File: config.mk
export PLATFORM = sky130hd
export DESIGN_NAME = bus_cycle_arbiter
export DESIGN_NICKNAME = d
export VERILOG_FILES = /design/src/rtl/bus_cycle_arbiter.sv
export SDC_FILE = /design/constraint.sdc
export NUM_CORES = 1
export LEC_CHECK = 0
export BUFFER_PORTS_ARGS = -buffer_cell sky130_fd_sc_hd__buf_2
export CAP_MARGIN = 25
export CORE_MARGIN = 2
export CORE_UTILIZATION = 43
export CTS_CLUSTER_SIZE = 28
export DETAILED_ROUTE_END_ITERATION = 16
export GPL_ROUTABILITY_DRIVEN = 0
export HOLD_SLACK_MARGIN = 0.06
export PLACE_DENSITY_LB_ADDON = 0.08
export SYNTH_ARGS = -nofsm -noshare
export SYNTH_HDL_FRONTEND = slang
export SYNTH_SLANG_ARGS = --single-unit
File: constraint.sdc
create_clock -name CLK -period 2.4 [get_ports CLK]
set_clock_uncertainty 0.1 [all_clocks]
set_input_delay 0.12 -clock CLK [delete_from_list [all_inputs] [get_ports CLK]]
set_output_delay 0.12 -clock CLK [all_outputs]
set_load 0.01 [all_outputs]
File: src/rtl/bus_cycle_arbiter.sv
// bus_cycle_arbiter: round-robin owner selection for NUM_REQ requesters,
// then one 8088-style T1..T4 bus cycle per grant (ALE, RD_n/WR_n, IOM, CS, data).
// Optional feature macro: WAIT_STATE_EN -- enables READY-driven TW wait states
// with a MAX_WAIT timeout that forces completion and flags err. MAX_WAIT >= 1.
// Without the macro READY is ignored and every cycle is exactly IDLE+T1..T4.
module bus_cycle_arbiter #(
  parameter int NUM_REQ  = 2,
  parameter int ADDR_W   = 20,
  parameter int DATA_W   = 8,
  parameter int MAX_WAIT = 7
) (
  input  logic                      CLK,
  input  logic                      RESET,
  input  logic [NUM_REQ-1:0]        req,
  input  logic [NUM_REQ-1:0]        req_we,
  input  logic [NUM_REQ-1:0]        req_iom,
  input  logic [NUM_REQ*ADDR_W-1:0] req_addr,
  input  logic [NUM_REQ*DATA_W-1:0] req_wdata,
  output logic [NUM_REQ-1:0]        gnt,
  output logic [NUM_REQ-1:0]        done,
  output logic [DATA_W-1:0]         rdata,
  output logic                      err,
  output logic                      ALE,
  output logic                      RD_n,
  output logic                      WR_n,
  output logic                      IOM,
  output logic                      MEM_CS,
  output logic                      IO_CS,
  output logic [ADDR_W-1:0]         A,
  output logic [DATA_W-1:0]         D_out,
  output logic                      D_oe,
  input  logic [DATA_W-1:0]         D_in,
  input  logic                      READY
);

  localparam int IDX_W = (NUM_REQ > 1) ? $clog2(NUM_REQ) : 1;

`ifdef WAIT_STATE_EN
  typedef enum logic [2:0] {S_IDLE, S_T1, S_T2, S_T3, S_TW, S_T4} state_t;
  localparam int WCNT_W = $clog2(MAX_WAIT + 1);
  logic [WCNT_W-1:0] wcnt_q, wcnt_d;
  logic              force_err;
  logic              err_q;
`else
  typedef enum logic [2:0] {S_IDLE, S_T1, S_T2, S_T3, S_T4} state_t;
  // READY and MAX_WAIT only matter when wait states are built in
  logic unused_cfg;
  assign unused_cfg = READY ^ (MAX_WAIT < 1);
`endif

  state_t state_q, state_d;

  logic [IDX_W-1:0] rr_q, owner_q, pick;
  logic             pick_vld;
  logic             load, sample, rr_adv;
  logic             busy, strobe;
  logic             we_q, iom_q;
  logic [NUM_REQ-1:0] rot;
  int               sum;

  logic [NUM_REQ-1:0][ADDR_W-1:0] addr_v;
  logic [NUM_REQ-1:0][DATA_W-1:0] wdata_v;

  // Per-requester views of the packed request buses
  for (genvar g = 0; g < NUM_REQ; g++) begin : g_unpack
    assign addr_v[g]  = req_addr[g*ADDR_W +: ADDR_W];
    assign wdata_v[g] = req_wdata[g*DATA_W +: DATA_W];
  end

  // Rotate requests so bit 0 is the requester at the round-robin pointer
  assign rot = NUM_REQ'({req, req} >> rr_q);

  // First set request at/after the pointer, mapped back to a requester index
  always_comb begin
    pick_vld = 1'b0;
    pick     = '0;
    sum      = 0;
    for (int k = 0; k < NUM_REQ; k++) begin
      if (!pick_vld && rot[k]) begin
        pick_vld = 1'b1;
        sum      = int'(rr_q) + k;
        if (sum >= NUM_REQ) sum = sum - NUM_REQ;
        pick     = IDX_W'(sum);
      end
    end
  end

  // Bus-cycle sequencer: next state, datapath strobes and Moore bus outputs
  always_comb begin
    state_d = state_q;
    load    = 1'b0;
    sample  = 1'b0;
    rr_adv  = 1'b0;
`ifdef WAIT_STATE_EN
    wcnt_d    = wcnt_q;
    force_err = 1'b0;
`endif
    busy   = (state_q != S_IDLE);
    strobe = (state_q == S_T2) || (state_q == S_T3);
`ifdef WAIT_STATE_EN
    if (state_q == S_TW) strobe = 1'b1;
`endif
    gnt    = busy ? (NUM_REQ'(1) << owner_q) : '0;
    done   = '0;
    ALE    = (state_q == S_T1);
    RD_n   = ~(strobe & ~we_q);
    WR_n   = ~(strobe & we_q);
    IOM    = busy & iom_q;
    IO_CS  = busy & iom_q;
    MEM_CS = busy & ~iom_q;
    D_oe   = busy & we_q;
    err    = 1'b0;

    case (state_q)
      S_IDLE: begin
        if (pick_vld) begin
          load    = 1'b1;
          state_d = S_T1;
        end
      end
      S_T1: state_d = S_T2;
      S_T2: state_d = S_T3;
`ifdef WAIT_STATE_EN
      S_T3: begin
        if (READY) begin
          sample  = 1'b1;
          state_d = S_T4;
        end else begin
          wcnt_d  = WCNT_W'(1);
          state_d = S_TW;
        end
      end
      S_TW: begin
        if (READY) begin
          sample  = 1'b1;
          state_d = S_T4;
        end else if (wcnt_q == WCNT_W'(MAX_WAIT)) begin
          // slave never answered: finish anyway and report it
          sample    = 1'b1;
          force_err = 1'b1;
          state_d   = S_T4;
        end else begin
          wcnt_d = wcnt_q + WCNT_W'(1);
        end
      end
`else
      S_T3: begin
        sample  = 1'b1;
        state_d = S_T4;
      end
`endif
      S_T4: begin
        done    = NUM_REQ'(1) << owner_q;
`ifdef WAIT_STATE_EN
        err     = err_q;
`endif
        rr_adv  = 1'b1;
        state_d = S_IDLE;
      end
      default: state_d = S_IDLE;
    endcase
  end

  // State register; reset aborts any cycle in flight
  always_ff @(posedge CLK or posedge RESET) begin
    if (RESET) state_q <= S_IDLE;
    else       state_q <= state_d;
  end

`ifdef WAIT_STATE_EN
  // Wait-state counter, counts TW cycles of the current bus cycle
  always_ff @(posedge CLK or posedge RESET) begin
    if (RESET) wcnt_q <= '0;
    else       wcnt_q <= wcnt_d;
  end
`endif

  // Latched cycle attributes, read data capture and round-robin pointer
  always_ff @(posedge CLK or posedge RESET) begin
    if (RESET) begin
      owner_q <= '0;
      rr_q    <= '0;
      we_q    <= 1'b0;
      iom_q   <= 1'b0;
      A       <= '0;
      D_out   <= '0;
      rdata   <= '0;
`ifdef WAIT_STATE_EN
      err_q   <= 1'b0;
`endif
    end else begin
      if (load) begin
        owner_q <= pick;
        we_q    <= req_we[pick];
        iom_q   <= req_iom[pick];
        A       <= addr_v[pick];
        D_out   <= wdata_v[pick];
      end
      // write cycles leave rdata holding the last read
      if (sample && !we_q) rdata <= D_in;
      if (rr_adv) begin
        if (int'(owner_q) == NUM_REQ - 1) rr_q <= '0;
        else                              rr_q <= owner_q + IDX_W'(1);
      end
`ifdef WAIT_STATE_EN
      if (load)      err_q <= 1'b0;
      if (force_err) err_q <= 1'b1;
`endif
    end
  end

endmodule

## Yosys cells after proc, flatten, opt, wreduce, memory -nomap -nowiden

Cells that the tools add are included.

- Register bits: 43
- Input bits: 73
- Output and inout bits: 48

- Shifts and indexed selects: 2
- Eq/ne operators: 5
- Magnitude comparators: 3
- Add/subtract/negate cells: 4
- Bitwise operators: 9
- Muxes and demuxes: 23
- Reduce and logical (&&, ||, !) cells: 7

Operators by type and width:

| operator | count |
|---|---|
| 20-bit two-way mux | 2 |
| 8-bit two-way mux | 2 |
| 1-bit two-way mux | 15 |
| 3-bit one-hot mux with 4 select lines | 1 |
| 3-bit by 2-bit equality test with 1-bit output, second input constant | 2 |
| 1-bit AND | 5 |
| 2-bit two-way mux | 2 |
| 1-bit NOT | 4 |
| 4-bit by 1-bit right shift with 2-bit output | 1 |
| 3-bit by 1-bit equality test with 1-bit output, second input constant | 1 |
| 3-bit equality test, second input constant | 1 |
| 3-bit zero test | 1 |
| 3-bit two-way mux | 1 |
| 3-bit nonzero test | 1 |
| 1-bit by 1-bit adder with 2-bit output, second input constant | 1 |
| 1-bit by 2-bit >= comparator with 1-bit output, second input constant | 1 |
| 2-bit >= comparator, second input constant | 1 |
| 1-bit logical AND | 2 |
| 1-bit zero test | 2 |
| 1-bit by 2-bit less-than comparator with 1-bit output, second input constant | 1 |
| 2-bit inequality test, second input constant | 1 |
| 1-bit by 1-bit left shift with 2-bit output, first input constant | 1 |
| 1-bit subtractor, second input constant | 2 |
| 1-bit adder, second input constant | 1 |
| 1-bit logical OR | 1 |

## Longest topological paths before layout

- Word-level depth: 7
- Depth in mapped cells: 6
- Depth with buffers taken out: 3

## Worst setup path before layout

OpenSTA, ideal clock, no wires.

- Path type: register to register
- Start: reg state_q[2]
- End: reg A[0]
- Setup slack: 0.618 ns
- Cell stages (with the launch flop): 7
- Required time: 2.177 ns
- Data arrival time: 1.559 ns
- Path through: dfrtp_1 -> buf_6 -> or3_1 -> buf_2 -> buf_6 -> or3_1 -> o221a_2

- Cells in the longest elaborated chain, start to end: 2

Ends and longest elaborated chain:

| item | RTL line | RTL |
|---|---|---|
| start: declaration | 51 | `state_t state_q, state_d;` |
| start signal: assignment | 167 | `else state_q <= state_d;` |
| 3-bit zero test | 114 | `case (state_q)` |
| 1-bit two-way mux | 114 |  |
| end signal: assignment | 196 | `A <= addr_v[pick];` |
| end: declaration | 29 | `output logic [ADDR_W-1:0] A,` |

Every way passes these cells.
A chain may end at the register's enable or synchronous reset.

## Worst setup path after layout

- Start: reg state_q[2]
- End: out IO_CS

- Cells in the longest elaborated chain, start to end: 2

Ends and longest elaborated chain:

| item | RTL line | RTL |
|---|---|---|
| 3-bit nonzero test | 98 | `busy = (state_q != S_IDLE);` |
| 1-bit AND | 109 | `IO_CS = busy & iom_q;` |
| end: declaration | 28 | `output logic IO_CS,` |

Every way passes these cells.

==> results.md <==
| Item | Value | Unit |
|---|---|---|
| Number of buffers added on ports | 118 | - |
| Leakage Power | 1.42 | nW |
| Most frequently used cell type in the post-synthesis netlist | sky130_fd_sc_hd__dfrtp_1 | - |
| Initial standard-cell utilization of the core | 45.0 | % |
| Crit path time final | 1.93 | ns |
| Synthesis-stage register bit count | 43 | - |
| Cell chain of the critical path | or3_1 > buf_4 > and2_1 > buf_2 | - |
| Final Util | 69.7 | % |
| Largest net degree at the start of global routing | 44 | - |
| Fin. Hold Viols | 0 | - |
| Clock slew at the register clock pins of the worst setup and hold paths | 0.08 | ns |
| Number of design-rule violations left by the first detailed-router iteration | 131 | - |
| Fin Setup TNS | 0 | ns |
| Hold Path Stages | 3 | - |
| Total clock buffers created by CTS | 5 | - |
| Post-layout power | 3.51 | mW |
| Clock Tree Root | sky130_fd_sc_hd__clkbuf_8 | - |
| Drt pass-1 iters | 4 | - |
| Number of H-tree branching levels | 2 | - |
| Leading post-synthesis cells by cell area | sky130_fd_sc_hd__dfrtp_1 (55%), sky130_fd_sc_hd__o221a_2 (17%), sky130_fd_sc_hd__or3_1 (9.8%) | - |
| WP data arrival | 1.71 | ns |
| Area Overhead vs Synth | 54.9 | % |
| Die width | 71.7 | um |
| Unrepaired setup endpoints after global routing | no | - |
| Required @ worst endpoint | 2.18 | ns |
| Most frequent cells after synthesis | sky130_fd_sc_hd__dfrtp_1 (43), sky130_fd_sc_hd__or3_1 (31), sky130_fd_sc_hd__o221a_2 (30) | - |
| Peak supply drop | 0.000578 | V |
| Syn. warnings | 0 | - |
| Share of the clock period used by the worst path | 80.3 | % |
| Share of layout cells above drive strength 1 | 52.1 | % |
| Reg-to-reg startpoint | state_q[2] | - |
| Final count of pins violating max slew | 0 | - |
| Global-route wire length before repair | 8740 | um |
| Clock sink count | 43 | - |
| Area share of the leading cell type in the synthesized netlist | 54.5 | % |
| Peak fanout along the critical path | 20 | - |
| Hold worst-path end | state_q[0] | - |
| Critical path's slowest cell | sky130_fd_sc_hd__dfrtp_1 | - |
| Post-DR vias/cell | 5.16 | - |
| HPWL reported at the end of detailed placement | 3420 | um |
| Via count of the first global-routing pass | 1967 | - |
| Setup slack, reg-to-reg | 0.56 | ns |
| Routed len/inst | 14.5 | um |
| Slowest cell delay on critical path | 0.47 | ns |
| Setup crit start kind | flop | - |
| Final-report setup violation count | 0 | - |
| Fraction of synthesis flops using an asynchronous set or reset pin | 100 | % |
| Setup fix buffers added after clock tree synthesis | 0 | - |
| Max Cap Violations | 0 | - |
| Result of the run | completed | - |
| Largest buffer count on any clock path | 2 | - |
| Startpoint of the tightest hold check path | req[0] | - |
| Worst rel slew slack | 41.5 | % |
| Register-to-Register Path Depth | 5 | - |
| Post-synth design cell area | 1970 | um^2 |
| Post-route ant nets | 0 | - |
| Post-synthesis sequential area ratio | 54.5 | % |
| Number of different library cells in the post-synthesis netlist | 23 | - |
| Highest attainable clock frequency | 519 | MHz |
| # DRC | 0 | - |
| Core area | 4380 | um^2 |
| Tot GR Track Use | 21.7 | % |
| Class of the tightest hold or removal check | input port to flop | - |
| Clock network latency to the later pin of the worst-skew pair | 0.29 | ns |
| Endpoint kind of the worst setup timing path | output pin | - |
| Wirelength, routed | 5330 | um |
| Leading register cell type out of synthesis | sky130_fd_sc_hd__dfrtp_1 | - |
| Die height | 71.7 | um |
| Mapped Nets | 234 | - |
| Mapped Cells | 161 | - |
| Site row count | 24 | - |
| Area enclosed by the die boundary | 5150 | um^2 |
| Post-synth EDFFs | 0 | - |
| Overflow left after global routing | 0 | - |
| Endpoint of the worst-slack reg-to-reg timing path | A[19] | - |
| Initial antenna violation count | 0 | - |
| Synthesized area divided by synthesized cell count | 12.3 | um^2 |
| Transition time of the tightest slew-check pin | 0.876 | ns |
| Post-synthesis cell type with the largest combined area | sky130_fd_sc_hd__dfrtp_1 | - |
| TritonCTS clock tree | done | - |
| # nets final | 388 | - |
| P per Cell Area | 1150 | nW/um^2 |
| Number of vias after detailed routing | 1895 | - |
| Number of top-level pins | 121 | - |
| Startpoint-to-endpoint class of the critical path | flop to output pin | - |
| Antenna Diode Count | 0 | - |
==> flip-flops by register name, indices dropped and copies added (netlist names) <==
name,flops
A,20
D_out,8
rdata,8
state_q,3
iom_q,1
owner_q,1
rr_q,1
we_q,1
==> cell families after synthesis <==
group / after synthesis / synth area share [%]
AOI/OAI and AO/OA: 33 / 18.1
xor gates and xnor gates: 1 / 0.444
buffers and inverters: 18 / 5.64
DFF: 43 / 54.5
muxes: 8 / 4.57
other: 1 / 0.190
and+or+nand+nor: 57 / 16.5
==> cell type report <==
class,instances,area [um^2]
Clock buffer,6,82.6
Clock inverter,1,5.00
Fill cell,326,1330
Inverter,1,3.75
Multi-Input combinational cell,100,788
Sequential cell,43,1080
Tap cell,52,65.1
Timing Repair Buffer,164,1040
==> worst max-delay path, delay by kind of cell, from the launching register on <==
kind                   cells  cell delay (ns)
and+or+nand+nor            2             0.60
buffers and inverters      2             0.35
DFF                        1             0.47
==> through the flow <==
stage | instances | worst slack (ns) | area, um^2 | hold WS (ns)
after detailed placement | 320 | 0.571 | 2570 | 0.248
after global placement | 320 | 0.574 | 2570 | 0.242
after floorplan | 161 | 0.618 | 1970 | 0.155
final | 367 | 0.474 | 3060 | 0.0742
after CTS | 367 | 0.464 | 3060 | 0.0685
after global routing | 367 | 0.387 | 3060 | 0.0770
==> metal layers <==
| metal | global-route usage [%] | share of wire, % | vias to the layer above | wire [um] |
|---|---|---|---|---|
| met3 | 4.36 | 6.6 | 17 | 349 |
| met4 | 9.43 | 3.1 | 0 | 166 |
| met2 | 35.7 | 45 | 87 | 2390 |
| met1 | 27.8 | 46 | 877 | 2420 |
| li1 | - | - | 914 | - |
| met5 | 0 | 0 | - | 0 |
==> where the power goes <==
part           switching (mW)  internal (mW)  leakage [nW]
clock                   0.236          0.226        0.0470
combinational           0.834          0.906         0.888
sequential              0.222           1.09         0.484
total                    1.29           2.22          1.42
==> how the worst max path moves through the flow <==
| stage | startpoint | endpoint | depth (start not counted) |
|---|---|---|---|
| detailed placement | state_q[2] | A[19] | 5 |
| global route | state_q[2] | IOM | 4 |
| finish | state_q[2] | IO_CS | 4 |
| floorplan | state_q[2] | A[0] | 6 |
| CTS | state_q[2] | IO_CS | 4 |
| global placement | state_q[2] | D_out[6] | 5 |
==> repair_timing <==
action / 4_1_cts / 5_1_grt
endpoints found under the hold margin: 82 / 0
gates resized for setup: 0 / 0
hold buffers: 40 / 0
==> placed cells by master (no fill, tap or decap), drive strengths merged <==
master / instances
conb: 1
nor3: 3
nor3b: 1
and3b: 1
o221a: 30
buf: 124
and2: 4
nor2: 10
nand2: 2
xnor2: 1
inv: 1
or3: 31
nor2b: 1
clkinv: 1
a21bo: 1
a21oi: 2
and3: 1
dfrtp: 43
dlygate4sd3: 40
nand2b: 2
clkbuf: 6
nand3: 1
mux2: 8
Note: power is estimated with default switching activity, not from simulation.
